$ cat config.mk
export PLATFORM = sky130hd
export DESIGN_NAME = reg_file_sb
export DESIGN_NICKNAME = d
export VERILOG_FILES = /design/src/rtl/reg_file_sb.sv
export SDC_FILE = /design/constraint.sdc
export NUM_CORES = 1
export LEC_CHECK = 0
export CORE_MARGIN = 2
export CORE_UTILIZATION = 40
export CTS_CLUSTER_SIZE = 16
export DETAILED_ROUTE_END_ITERATION = 12
export HOLD_SLACK_MARGIN = 0.05
export REMOVE_ABC_BUFFERS = 1
export SETUP_SLACK_MARGIN = 0.3
export SLEW_MARGIN = 10
export SYNTH_ARGS = -nofsm -noshare
export SYNTH_HDL_FRONTEND = slang
export SYNTH_SLANG_ARGS = --single-unit
$ cat constraint.sdc
create_clock -name clk -period 2.6 [get_ports clk]
set_clock_uncertainty 0.2 [all_clocks]
set_input_delay 0.39 -clock clk [delete_from_list [all_inputs] [get_ports clk]]
set_output_delay 0.39 -clock clk [all_outputs]
set_load 0.03 [all_outputs]
$ cat src/rtl/reg_file_sb.sv
// rtl/reg_file_sb.sv - register file with write-to-read bypass and pending-write scoreboard
module reg_file_sb #(
  parameter int WIDTH   = 16,
  parameter int DEPTH   = 8,
  parameter int ZERO_R0 = 0,
  localparam int AW     = $clog2(DEPTH)
) (
  input  logic             clk,
  input  logic             reset,
  input  logic             wr_en,
  input  logic [AW-1:0]    wr_addr,
  input  logic [WIDTH-1:0] wr_data,
  input  logic             rsv_en,
  input  logic [AW-1:0]    rsv_addr,
  input  logic [AW-1:0]    rd_addr0,
  input  logic [AW-1:0]    rd_addr1,
  output logic [WIDTH-1:0] rd_data0,
  output logic [WIDTH-1:0] rd_data1,
  output logic             rd_busy0,
  output logic             rd_busy1,
  output logic [DEPTH-1:0] pending
);

  logic [WIDTH-1:0] regs_q [DEPTH];
  logic [WIDTH-1:0] regs_d [DEPTH];
  logic [DEPTH-1:0] pending_q, pending_d;
  logic [WIDTH-1:0] rd_data0_q, rd_data0_d, rd_data1_q, rd_data1_d;
  logic             rd_busy0_q, rd_busy0_d, rd_busy1_q, rd_busy1_d;
  logic             wr_ok, rsv_ok, rd_ok0, rd_ok1;

  // Out-of-range addresses and (optionally) r0 are treated as non-existent.
  function automatic logic addr_ok(input logic [AW-1:0] a);
    return (int'(a) < DEPTH) && !((ZERO_R0 != 0) && (a == '0));
  endfunction

  always_comb begin
    regs_d    = regs_q;
    pending_d = pending_q;
    wr_ok     = wr_en && addr_ok(wr_addr);
    rsv_ok    = rsv_en && addr_ok(rsv_addr);
    rd_ok0    = addr_ok(rd_addr0);
    rd_ok1    = addr_ok(rd_addr1);

    if (wr_ok) begin
      regs_d[wr_addr]    = wr_data;
      pending_d[wr_addr] = 1'b0;
    end
    // Reserve applied after the write so a newly issued producer wins.
    if (rsv_ok) begin
      pending_d[rsv_addr] = 1'b1;
    end

    // Reading next-state storage gives the write bypass for free.
    rd_data0_d = rd_ok0 ? regs_d[rd_addr0] : '0;
    rd_data1_d = rd_ok1 ? regs_d[rd_addr1] : '0;
    rd_busy0_d = rd_ok0 ? pending_d[rd_addr0] : 1'b0;
    rd_busy1_d = rd_ok1 ? pending_d[rd_addr1] : 1'b0;
  end

  always_ff @(posedge clk or negedge reset) begin
    if (!reset) begin
      regs_q     <= '{default: '0};
      pending_q  <= '0;
      rd_data0_q <= '0;
      rd_data1_q <= '0;
      rd_busy0_q <= 1'b0;
      rd_busy1_q <= 1'b0;
    end else begin
      regs_q     <= regs_d;
      pending_q  <= pending_d;
      rd_data0_q <= rd_data0_d;
      rd_data1_q <= rd_data1_d;
      rd_busy0_q <= rd_busy0_d;
      rd_busy1_q <= rd_busy1_d;
    end
  end

  assign rd_data0 = rd_data0_q;
  assign rd_data1 = rd_data1_q;
  assign rd_busy0 = rd_busy0_q;
  assign rd_busy1 = rd_busy1_q;
  assign pending  = pending_q;

endmodule

======== Word level (Yosys, flattened, before mapping) ========
Cells that the tools add are included.
word-level totals
  memory bits (writable) .................. 0
  bits in latches ......................... 0
  register bits after elaboration ......... 170
  input port bits ......................... 32
  bits in read-only memories .............. 0
  logic and storage cells ................. 52
  output and inout bits ................... 42
  memories kept ........................... 0
cells by class
  bitwise gates (word level) .............. 6
  reduce and logical (&&, ||, !) cells .... 3
  divide/modulo/power cells ............... 0
  order comparisons ....................... 10
  add/sub/neg operators ................... 0
  mux-type cells .......................... 20
  eq/ne operators ......................... 0
  multiply operators ...................... 0
  shift-type cells ........................ 0
operator list
  cell                                                                                  count
  128-bit bitwise mux                                                                   1
  128-bit 2-to-1 mux                                                                    1
  16-bit binary-select mux with 3-bit select                                            2
  16-bit 2-to-1 mux                                                                     5
  16-bit demux with 3-bit select                                                        1
  3-bit by 4-bit < comparator with 1-bit output (second input constant)                 4
  8-bit 2-to-1 mux                                                                      2
  4-bit greater-or-equal comparator (second input constant)                             3
  3-bit NOT with 4-bit output                                                           3
  8-bit bitwise AND                                                                     1
  8-bit NOT                                                                             1
  8-bit OR                                                                              1
  1-bit binary-select mux with 3-bit select                                             2
  1-bit demux with 3-bit select                                                         2
  3-bit by 1-bit greater-or-equal comparator with 1-bit output (second input constant)  2
  4-bit by 1-bit < comparator with 1-bit output (second input constant)                 1
  1-bit 2-to-1 mux                                                                      4
  1-bit logical AND                                                                     3

======== Depth between registers and ports, before layout ========
Gate-level depths: netlist of the first run.
  word-level depth ........................ 11
  mapped depth ............................ 8

======== Least setup slack after synthesis of the first run ========
OpenSTA, ideal clock, no wires.
  kind .................................... input port to flip-flop
  from .................................... input port wr_addr[1]
  to ...................................... register rd_data0_q[0] (netlist: rd_data0[0])
  buffers on the path ..................... 4
  slack ................................... 0.525 ns
  arrival time ............................ 1.789 ns
  setup time .............................. 0.086 ns
  cell stages on the path ................. 8
  required time ........................... 2.314 ns
  cell sequence ........................... buf_2 > nor4bb_1 > buf_2 > buf_6 > buf_4 > mux2i_1 > o2111ai_1 > nor3_1
on the way
  word-level cells in the longest chain between the ends .. 10
  elaborated cells between the ends (all ways) .. 11
RTL lines
  what                                                                                                                             line  RTL
  start: declaration                                                                                                               11    input logic [AW-1:0] wr_addr,
  3-bit NOT with 4-bit output (not written as such) *                                                                              45    regs_d[wr_addr] = wr_data;
  4-bit greater-or-equal comparator (not written as such) / 4-bit by 1-bit < comparator with 1-bit output (equally long branches)  45
  1-bit logical AND (not written as such)                                                                                          45
  16-bit 2-to-1 mux (not written as such)                                                                                          45
  16-bit demux with 3-bit select *                                                                                                 45
  128-bit bitwise mux *                                                                                                            45
  128-bit 2-to-1 mux *                                                                                                             44    if (wr_ok) begin
  16-bit binary-select mux with 3-bit select *                                                                                     54    rd_data0_d = rd_ok0 ? regs_d[rd_addr0] : '0;
  16-bit 2-to-1 mux (not written as such) * (2 in a row)                                                                           54
  via rd_data0_d[0]                                                                                                                27    logic [WIDTH-1:0] rd_data0_q, rd_data0_d, rd_data1_q, rd_data1_d;
  end signal: assignment                                                                                                           71    rd_data0_q <= rd_data0_d;
  end: declaration                                                                                                                 27
Mark *: on every way through the listed nets, which the timed path passes. The rest lies on a longest branch. The select of a mux whose other input is x is not followed.

======== Final worst setup path of the first run ========
  from .................................... input port wr_addr[2]
  to ...................................... register rd_data1_q[12] (netlist: rd_data1[12])
on the way
  word-level cells in the longest chain between the ends .. 10
  elaborated cells between the ends (all ways) .. 11
RTL lines
  what                                                                                                                             line  RTL
  3-bit NOT with 4-bit output (not written as such) *                                                                              45
  4-bit greater-or-equal comparator (not written as such) / 4-bit by 1-bit < comparator with 1-bit output (equally long branches)  45
  1-bit logical AND (not written as such)                                                                                          45
  16-bit 2-to-1 mux (not written as such)                                                                                          45
  16-bit demux with 3-bit select *                                                                                                 45
  128-bit bitwise mux *                                                                                                            45
  128-bit 2-to-1 mux *                                                                                                             44
  16-bit binary-select mux with 3-bit select *                                                                                     55    rd_data1_d = rd_ok1 ? regs_d[rd_addr1] : '0;
  16-bit 2-to-1 mux (not written as such) * (2 in a row)                                                                           55
  via rd_data1_d[12]                                                                                                               27
  end signal: assignment                                                                                                           72    rd_data1_q <= rd_data1_d;
  end: declaration                                                                                                                 27
Marks and branches as above.

==> results of run 1 <==
## worst reg2reg max path: stages (launching register included)
cell and delay [ps]:
dfrtp_1 430, a32oi_1 310, a22oi_1 160, and4_1 270
## path summary, 6_finish.rpt
path / slack, ps / cells after the start / endpoint / from
max reg2reg: 1100 / 3 / rd_busy0 / pending[6]
min reg2reg: 310 / 2 / regs_q[109] / regs_q[109]
min: 260 / 2 / regs_q[91] / reset
max: 360 / 9 / rd_data1[12] / wr_addr[2]
min in group clk: 310 / 2 / regs_q[109] / regs_q[109]
max in group asynchronous: 1230 / 3 / rd_data0[12] / reset
## sequential cells by signal (all words and copies together) (netlist names)
register,count
rd_busy0,1
regs_q,128
rd_data1,16
pending,8
rd_data0,16
rd_busy1,1
## per-layer routing
metal	wire [um]	track usage	part of all wire	vias to the layer above
li1	-	-	-	3874
met1	15200	0.358	0.47	4464
met2	14700	0.377	0.45	340
met3	2190	0.0507	0.067	31
met4	459	0.0538	0.014	0
met5	0	0	0	-
## power groups by stage
stage	sequential, uW	clock (uW)	combinational, uW
floorplan	3650	0	950
finish	3450	2670	2110
detailed placement	3490	0	2090
global route	3500	2810	2280
CTS	3440	2700	2100
global placement	3480	0	2060
## cell type report
type	count	area, um2
Timing Repair Buffer	158	1650
Fill cell	2333	12800
Inverter	10	37.5
Clock buffer	18	429
Tap cell	330	413
Multi-Input combinational cell	664	5530
Sequential cell	170	4250
Clock inverter	14	171
## logic make-up after synthesis
| kind of cell | Yosys count |
|---|---|
| AOI/OAI and AO/OA | 111 |
| buffers and inverters | 135 |
| DFF | 170 |
| muxes | 202 |
| and+or+nand+nor | 351 |
## cells in the final DEF, fill, tap and decap left out, drive strengths merged, types with 4 or more instances in the layout
master	n
or3b	4
mux2	104
nor3	31
o22ai	58
nor2	9
nor4b	129
a32oi	4
mux2i	98
buf	91
clkinv	5
nor4	28
and2	5
clkdlybuf4s50	65
o2111ai	32
dfrtp	170
nand4b	4
nand2	72
inv	13
clkbuf	18
nor4bb	40
nor2b	7
## metrics by stage
step	hold slack (ps)	setup WS (ps)	util	setup TNS, ps	power [uW]
5_1_grt	292	255	0.494	0	8580
4_1_cts	274	352	0.494	0	8240
6_report	265	358	0.494	0	8230
3_3_place_gp	154	-155	0.470	-424	5550
2_1_floorplan	-106	-4170	-	-218880	4600
3_5_place_dp	152	-61.3	0.470	-544	5580
## timing repair
item	CTS	global route
hold endpoints to repair	39	0
endpoints found under the setup margin	0	13
hold buffers	1	0
gates resized for setup	0	4
==> results by group, run 1 <==
Clocking
  – Longest Clk Path Bufs: 2
  – CTS tree: built
  – CTS root buf: clkbuf_16
  – CTS buffer count: 17
  – # H-tree levels: 4
  – Setup bufs post-CTS: 0
  – Clock Pin Slew Worst Setup and Hold Paths: 70 ps
  – Clk sink count: 170
  – Worst-skew pair later-pin latency: 430 ps

Yosys
  – Yosys reg bits: 170
  – Syn Inst Count: 969
  – Post-Synth Adder-Cell Area: 0
  – Post-synthesis async set-or-reset flop share: 1.00
  – Avg Inst Size Synth: 10.7 um2
  – Most frequent cell after synthesis: dfrtp_1
  – Synth area leaders: dfrtp_1 (41%), mux2_2 (11%), nor4b_1 (11%), mux2i_1 (9.5%), nor4bb_1 (3.9%)
  – Yosys top cell area share: 0.412
  – Mapped Area: 10,300 um2
  – Synth Area in Compound Gates: 0.0798
  – Ys Warns: 0
  – XOR/XNOR Fraction of Synth Area: 0
  – Number of distinct library cells after synthesis: 46
  – Synth area leader: dfrtp_1
  – Largest family of logic cells by synthesized area: simple AND/OR/NAND/NOR gates
  – Sequential share of the synthesized area: 0.412
  – Top_reg_cell synth: dfrtp_1
  – Leading cell types by count after synthesis: dfrtp_1 (170), nor4b_1 (128), mux2_2 (103), mux2i_1 (98), clkbuf_1 (87)
  – Multiplexer area fraction after synthesis: 0.209
  – Number of flops mapped to enable cells by yosys: 0
  – Simple-Gate Fraction of Synth Area: 0.244

Setup path
  – Setup crit end kind: flop
  – Family with the most delay on the worst path: buffers and inverters
  – Critical path, cell by cell: clkdlybuf4s50_1, buf_4, buf_12, nor4bb_4, buf_6, buf_12, mux2i_1, o2111ai_1, nor3_1
  – Setup CP Type: in2reg
  – Most used cell, CP: buf_12
  – WP data required: 2730 ps
  – Startpoint type of the worst setup path: input port
  – Buf/Inv on CP: 5
  – Crit-path max cell delay: 400 ps
  – Worst-path maximum fanout: 12
  – CP max-delay cell: clkdlybuf4s50_1
  – Critical Path AT: 2370 ps

Drt
  – DRC: 0
  – Via density: 6.38
  – WL final: 32,600 um
  – Antenna Nets Post-Route: 0
  – First-pass iteration count of the detailed router: 4
  – Via count: 8,709
  – Iter 0 DRT Violations: 753
  – Routed WL per cell: 23.9 um

Global routing
  – Initial antenna violation count: 0
  – Tot GR Track Use: 0.246
  – Grt total ovfl: 0
  – Vias in the first global route: 8,404
  – Largest net degree at the start of global routing: 65
  – First-pass GRT wire length: 50,700 um

Outcome
  – Status: finished clean

Flow run
  – Maxcap violations: 0

Placement
  – IO Port Bufs: 73
  – Cells after DPL: 1,331
  – Hpwl dp: 20,800 um
  – Placer Congestion: 0.854
  – Post-DP Area: 11,900 um2

Finish
  – Final non-filler cell total: 1,364
  – Layout Nets: 1,053
  – Antenna diodes: 0
  – Fraction of layout cells with a size suffix above 1: 0.231
  – Area growth syn-to-layout: 20.8%
  – Design area: 12,500 um2

Power
  – Gate power share: 0.257
  – Flop pwr share: 0.419
  – Clock power share: 0.324
  – Internal: 5650 uW
  – Max VDD drop: 0.451 mV
  – Sw Share: 0.314
  – Static leakage: 0.00470 uW
  – Power per cell area: 659 nW/um2
  – Sw power: 2580 uW

STA
  – Min Tclk post-route: 2240 ps
  – Final Hold Viols: 0
  – Least-Margin Pin Slew: 562 ps
  – Peak Freq: 446 MHz
  – Fin. max-slew vios: 0
  – Period utilization: 0.862
  – # setup viols final: 0
  – Relative slew slack: 0.624
  – RSZ-0062 raised after global routing: yes

Die
  – Cell row count: 58
  – I/O pin count: 74
  – Initial Util: 0.409
  – Die width: 165 um
  – Die area: 27,100 um2
  – Core ar.: 25,300 um2
  – Die Y: 165 um

Hold path
  – Hold Crit Class: in2async
Note: power is estimated with default switching activity, not from simulation.
==> inputs of run 2 (changes only) <==
- CELL_PAD_IN_SITES_DETAIL_PLACEMENT: default -> 2
- CELL_PAD_IN_SITES_GLOBAL_PLACEMENT: default -> 2
- PLACE_DENSITY_LB_ADDON: default -> 0.1
==> results by group, run 2 (synthesis gave the netlist of run 1 again) <==
Finish
  – Most common cell after layout, fill and taps aside: dfrtp_1
  – Fillers: 2,530 (+8.4%)
  – Antenna diodes: 0 (unchanged)
  – Area growth syn-to-layout: 23.0%
  – Final non-filler cell total: 1,390 (+1.9%)
  – Most frequent cells in the layout: dfrtp_1 (170), nor4b_1 (128), mux2_2 (103)
  – Largest Register: regs_q
  – Max reg flops: 128 (unchanged)
  – Layout Nets: 1,079 (+2.5%)
  – Fraction of layout cells with a size suffix above 1: 0.260 (+0.0292)

Global routing
  – Largest net degree at the start of global routing: 67 (+3.1%)
  – Tot GR Track Use: 0.311 (+0.0653)
  – First-pass GRT wire length: 63,600 um (+25%)
  – Initial antenna violation count: 0 (unchanged)
  – Vias in the first global route: 10,100 (+21%)
  – Grt total ovfl: 0 (unchanged)

STA
  – Peak Freq: 430 MHz (-3.7%)
  – Setup WS post-layout: 272 ps (-85.9 ps)
  – RSZ-0062 raised after global routing: no
  – Min Tclk post-route: 2330 ps (+85.9 ps)
  – Final Hold Viols: 0 (unchanged)
  – Least-Margin Pin Slew: 872 ps (+310 ps)
  – Relative slew slack: 0.418 (-0.207)
  – # setup viols final: 0 (unchanged)
  – Fin. max-slew vios: 0 (unchanged)
  – Period utilization: 0.895 (+0.0330)

Power
  – Clock power share: 0.305 (-0.019)
  – Flop pwr share: 0.419 (about the same)
  – Gate power share: 0.276 (+0.019)
  – Sw Share: 0.341 (+0.0275)
  – Internal: 5520 uW (-2.4%)
  – Static leakage: 0.00485 uW (+3.1%)
  – Sw power: 2860 uW (+11%)
  – Power per cell area: 659 nW/um2 (about the same)
  – Max VDD drop: 0.270 mV (-40%)

Setup path
  – Setup crit end kind: flop
  – Buf/Inv on CP: 5 (unchanged)
  – Startpoint type of the worst setup path: input port
  – Critical path, cell by cell: clkdlybuf4s50_1, buf_6, nor4bb_4, buf_4, buf_12, buf_4, mux2i_1, o2111ai_1, a2111oi_2
  – WP data required: 2720 ps (about the same)
  – Critical Path AT: 2450 ps (+80 ps)
  – Most used cell, CP: buf_4
  – CP max-delay cell: clkdlybuf4s50_1
  – Setup CP Type: in2reg
  – Crit-path max cell delay: 480 ps (+80 ps)
  – Family with the most delay on the worst path: buffers and inverters
  – Worst-path maximum fanout: 10 (-2)

Drt
  – Iter 0 DRT Violations: 822 (+9.2%)
  – Routed WL per cell: 30.9 um (+30%)
  – DRC: 0 (unchanged)
  – WL final: 43,000 um (+32%)
  – First-pass iteration count of the detailed router: 5 (+1)
  – Via count: 9,233 (+6.0%)
  – Antenna Nets Post-Route: 0 (unchanged)
  – Via density: 6.64 (+4.0%)

Clocking
  – # H-tree levels: 4 (unchanged)
  – Clock Pin Slew Worst Setup and Hold Paths: 70 ps (about the same)
  – CTS tree: built
  – Longest Clk Path Bufs: 2 (unchanged)
  – Worst-skew pair later-pin latency: 450 ps (+20 ps)
  – CTS root buf: clkbuf_16
  – Clk sink count: 170 (unchanged)
  – CTS buffer count: 17 (unchanged)

Die
  – Cell row count: 58 (unchanged)
  – Initial Util: 0.409 (unchanged)
  – Die Y: 165 um (unchanged)
  – I/O pin count: 74 (unchanged)
  – Die area: 27,100 um2 (unchanged)
  – Die width: 165 um (unchanged)
  – Core ar.: 25,300 um2 (unchanged)

Flow run
  – Maxcap violations: 0 (unchanged)

Placement
  – Place WS: -209 ps (-148 ps)
  – Placer Congestion: 0.871 (+2.0%)
  – Hpwl dp: 25,600 um (+23%)
  – Cells after DPL: 1,340 (+0.68%)
  – IO Port Bufs: 73 (unchanged)

Hold path
  – Hold Crit Class: in2async

Outcome
  – Status: finished clean
==> run 2: layout make-up <==
type                       instances  area (um2)  area share
clock buffer                      20         447      0.0351
inverter                          10        37.5     0.00295
timing repair buffer             184        1840       0.145
tap                              330         413      0.0325
multi-input combinational        664        5610       0.441
sequential                       170        4250       0.335
clock inverter                    12         116     0.00916
==> run 2: metal layers <==
layer / vias up / GRT usage / routed length, um
li1: 3901 / - / -
met1: 4952 / 0.411 / 18400
met2: 304 / 0.528 / 21600
met3: 76 / 0.0399 / 1840
met4: 0 / 0.106 / 1150
met5: - / 0 / 0
==> run 2: power by group through the flow <==
| stage | sequential, uW | clock, uW | combinational, uW |
|---|---|---|---|
| after floorplan | 3650 | 0 | 950 |
| after global placement | 3470 | 0 | 2080 |
| after detailed placement | 3510 | 0 | 2190 |
| after CTS | 3480 | 2570 | 2240 |
| after global routing | 3550 | 2680 | 2450 |
| final | 3510 | 2560 | 2310 |
==> run 2: what timing repair did <==
action / CTS / global route
pin swaps: 0 / 5
setup endpoints to repair: 4 / 25
setup buffers: 4 / 10
gates cloned: 0 / 3
endpoints found under the hold margin: 50 / 0
hold buffers: 1 / 0
resized for setup: 3 / 20
==> run 2: per-stage QoR <==
step                cell area, um2  TNS (ps)  utilization  power, uW  hold WS, ps
global route                 12700         0        0.503       8690          333
global placement             11900      -368        0.470       5550          223
finish                       12700         0        0.503       8370          290
floorplan                     9790   -218880            -       4600         -106
CTS                          12500         0        0.495       8290          319
detailed placement           11900     -2520        0.470       5700          224
==> run 2: worst paths after layout <==
| path | start | end | slack [ps] | cells after the start |
|---|---|---|---|---|
| setup / recovery | wr_en | rd_data1[6] | 270 | 9 |
| hold / removal | reset | rd_data1[11] | 290 | 2 |
| setup reg to reg | regs_q[54] | rd_data1[6] | 870 | 4 |
| hold reg to reg | regs_q[105] | regs_q[105] | 310 | 2 |
| max in group asynchronous | reset | regs_q[111] | 1080 | 3 |
| min in group clk | regs_q[105] | regs_q[105] | 310 | 2 |
==> inputs of run 3 (changes only) <==
- CORE_ASPECT_RATIO: default -> 1.25
==> results by group, run 3 (synthesis gave the netlist of run 1 again) <==
Outcome
  – Status: finished clean

Power
  – Internal: 5630 uW (+2.1%)
  – Clock power share: 0.315 (+0.010)
  – Flop pwr share: 0.412 (-0.007)
  – Max VDD drop: 0.518 mV (+92%)
  – Power per cell area: 662 nW/um2 (+0.55%)
  – Gate power share: 0.273 (-0.003)
  – Sw power: 2830 uW (-0.91%)
  – Static leakage: 0.00483 uW (-0.36%)
  – Sw Share: 0.334 (-0.00673)

Drt
  – DRC: 0 (unchanged)
  – Iter 0 DRT Violations: 582 (-29%)
  – Via count: 9,186 (-0.51%)
  – Via density: 6.60 (-0.65%)
  – Routed WL per cell: 29.8 um (-3.8%)
  – WL final: 41,400 um (-3.7%)
  – First-pass iteration count of the detailed router: 5 (unchanged)
  – Antenna Nets Post-Route: 0 (unchanged)

Die
  – Core ar.: 25,300 um2 (+0.15%)
  – I/O pin count: 74 (unchanged)
  – Die width: 148 um (-10%)
  – Cell row count: 65 (+12%)
  – Initial Util: 0.408 (-0.000627)
  – Die Y: 184 um (+12%)
  – Die area: 27,100 um2 (about the same)

Setup path
  – Setup crit end kind: flop
  – Setup CP Type: in2reg
  – Critical Path AT: 2470 ps (+20 ps)
  – WP data required: 2790 ps (+70 ps)
  – Startpoint type of the worst setup path: input port
  – Setup slack, reg-to-reg: 1050 ps (+180 ps)
  – Worst-path maximum fanout: 11 (+1)

Finish
  – Largest Register: regs_q
  – Area growth syn-to-layout: 23.7%
  – Fraction of layout cells with a size suffix above 1: 0.270 (+0.00976)
  – Layout Nets: 1,074 (-0.46%)
  – Fillers: 2,503 (-1.1%)
  – Most common cell after layout, fill and taps aside: dfrtp_1
  – Area of the multi-input gates: 5670 um2 (+1.2%)
  – Design area: 12,800 um2 (+0.53%)
  – Most frequent cells in the layout: dfrtp_1 (170), nor4b_1 (128), mux2_2 (103)
  – FF/Latch Area: 4250 um2 (unchanged)
  – Max reg flops: 128 (unchanged)

STA
  – Period utilization: 0.875 (-0.0200)
  – Final Hold Viols: 0 (unchanged)
  – Fin Hold WS: 208 ps (-81.8 ps)
  – # setup viols final: 0 (unchanged)
  – RSZ-0062 raised after global routing: yes
  – Setup TNS: 0 ps (unchanged)
  – Least-Margin Pin Slew: 861 ps (-10.9 ps)
  – Fin. max-slew vios: 0 (unchanged)
  – Peak Freq: 439 MHz (+2.3%)
  – Relative slew slack: 0.425 (+0.00727)
  – Min Tclk post-route: 2280 ps (-52.1 ps)

Placement
  – Hpwl dp: 26,300 um (+2.8%)
  – Placer Congestion: 0.834 (-4.3%)
  – IO Port Bufs: 73 (unchanged)
  – Post-DP Area: 11,900 um2 (+0.26%)

Hold path
  – Hold Crit Class: in2async

Global routing
  – M3 GR Usage: 0.0437 (+0.00374)
  – Gr busiest metal: met2
  – Vias in the first global route: 10,200 (+0.86%)
  – Initial antenna violation count: 2 (+2)
  – Grt total ovfl: 0 (unchanged)
  – Met2 Track Usage GR: 0.534 (+0.00618)
  – Largest net degree at the start of global routing: 88 (+31%)
  – First-pass GRT wire length: 63,900 um (+0.43%)
  – Tot GR Track Use: 0.311 (-0.000586)
  – M1 GR Usage: 0.382 (-0.0288)

Clocking
  – Worst-skew pair later-pin latency: 450 ps (about the same)
  – CTS tree: built
  – Clk sink count: 170 (unchanged)
  – CTS buffer count: 17 (unchanged)
  – Clock Pin Slew Worst Setup and Hold Paths: 70 ps (about the same)
  – CTS root buf: clkbuf_16
  – # H-tree levels: 4 (unchanged)
  – Longest Clk Path Bufs: 2 (unchanged)

Flow run
  – Maxcap violations: 0 (unchanged)
## run 3: final timing paths
| kind | start | cells after the start | end |
|---|---|---|---|
| setup / recovery | wr_addr[0] | 9 | rd_data1[14] |
| hold / removal | reset | 2 | regs_q[6] |
| setup reg to reg | regs_q[62] | 5 | rd_data1[14] |
| hold reg to reg | regs_q[115] | 1 | regs_q[115] |
| max in group asynchronous | reset | 3 | regs_q[36] |
| min in group clk | regs_q[115] | 1 | regs_q[115] |
## run 3: layer usage
| layer | wire (um) | up-vias |
|---|---|---|
| met3 | 1580 | 105 |
| met5 | 0 | - |
| li1 | - | 3894 |
| met2 | 21200 | 282 |
| met1 | 16900 | 4905 |
| met4 | 1740 | 0 |
## run 3: layout make-up
| type | count | share of cell area |
|---|---|---|
| well taps | 335 | 0.0328 |
| repair buffers | 179 | 0.140 |
| inverters | 10 | 0.00294 |
| clock inverters | 13 | 0.0125 |
| diodes | 2 | 0.000392 |
| multi-input cells | 664 | 0.444 |
| clock buffers | 19 | 0.0347 |
| flip-flops and latches | 170 | 0.333 |
## run 3: stage by stage
step           worst slack [ps]  total power [uW]  cells  utilization
2_1_floorplan             -4170              4600    844            -
3_3_place_gp               -185              5570   1345        0.471
3_5_place_dp               -290              5730   1345        0.471
4_1_cts                     310              8460   1384        0.498
5_1_grt                     276              8810   1392        0.505
6_report                    324              8460   1392        0.505
## run 3: repair_timing
item / in CTS / in global routing
endpoints found under the setup margin: 17 / 19
pin swaps: 5 / 9
cloned: 0 / 0
hold buffers: 1 / 0
endpoints found under the hold margin: 139 / 0
gates resized for setup: 9 / 23
buffers inserted: 6 / 6
## run 3: worst max-delay path: stages
cell             delay [ps]
clkdlybuf4s50_1         430
buf_6                   170
nor4bb_4                340
buf_12                  190
buf_12                  140
mux2i_2                 230
o2111ai_2               170
nor3_2                  240
buf_4                   160
## run 3: power groups by stage
stage / clock network [uW] / registers [uW] / logic [uW]
floorplan: 0 / 3650 / 950
global placement: 0 / 3470 / 2100
detailed placement: 0 / 3520 / 2210
CTS: 2720 / 3480 / 2260
global route: 2810 / 3540 / 2460
finish: 2660 / 3490 / 2310
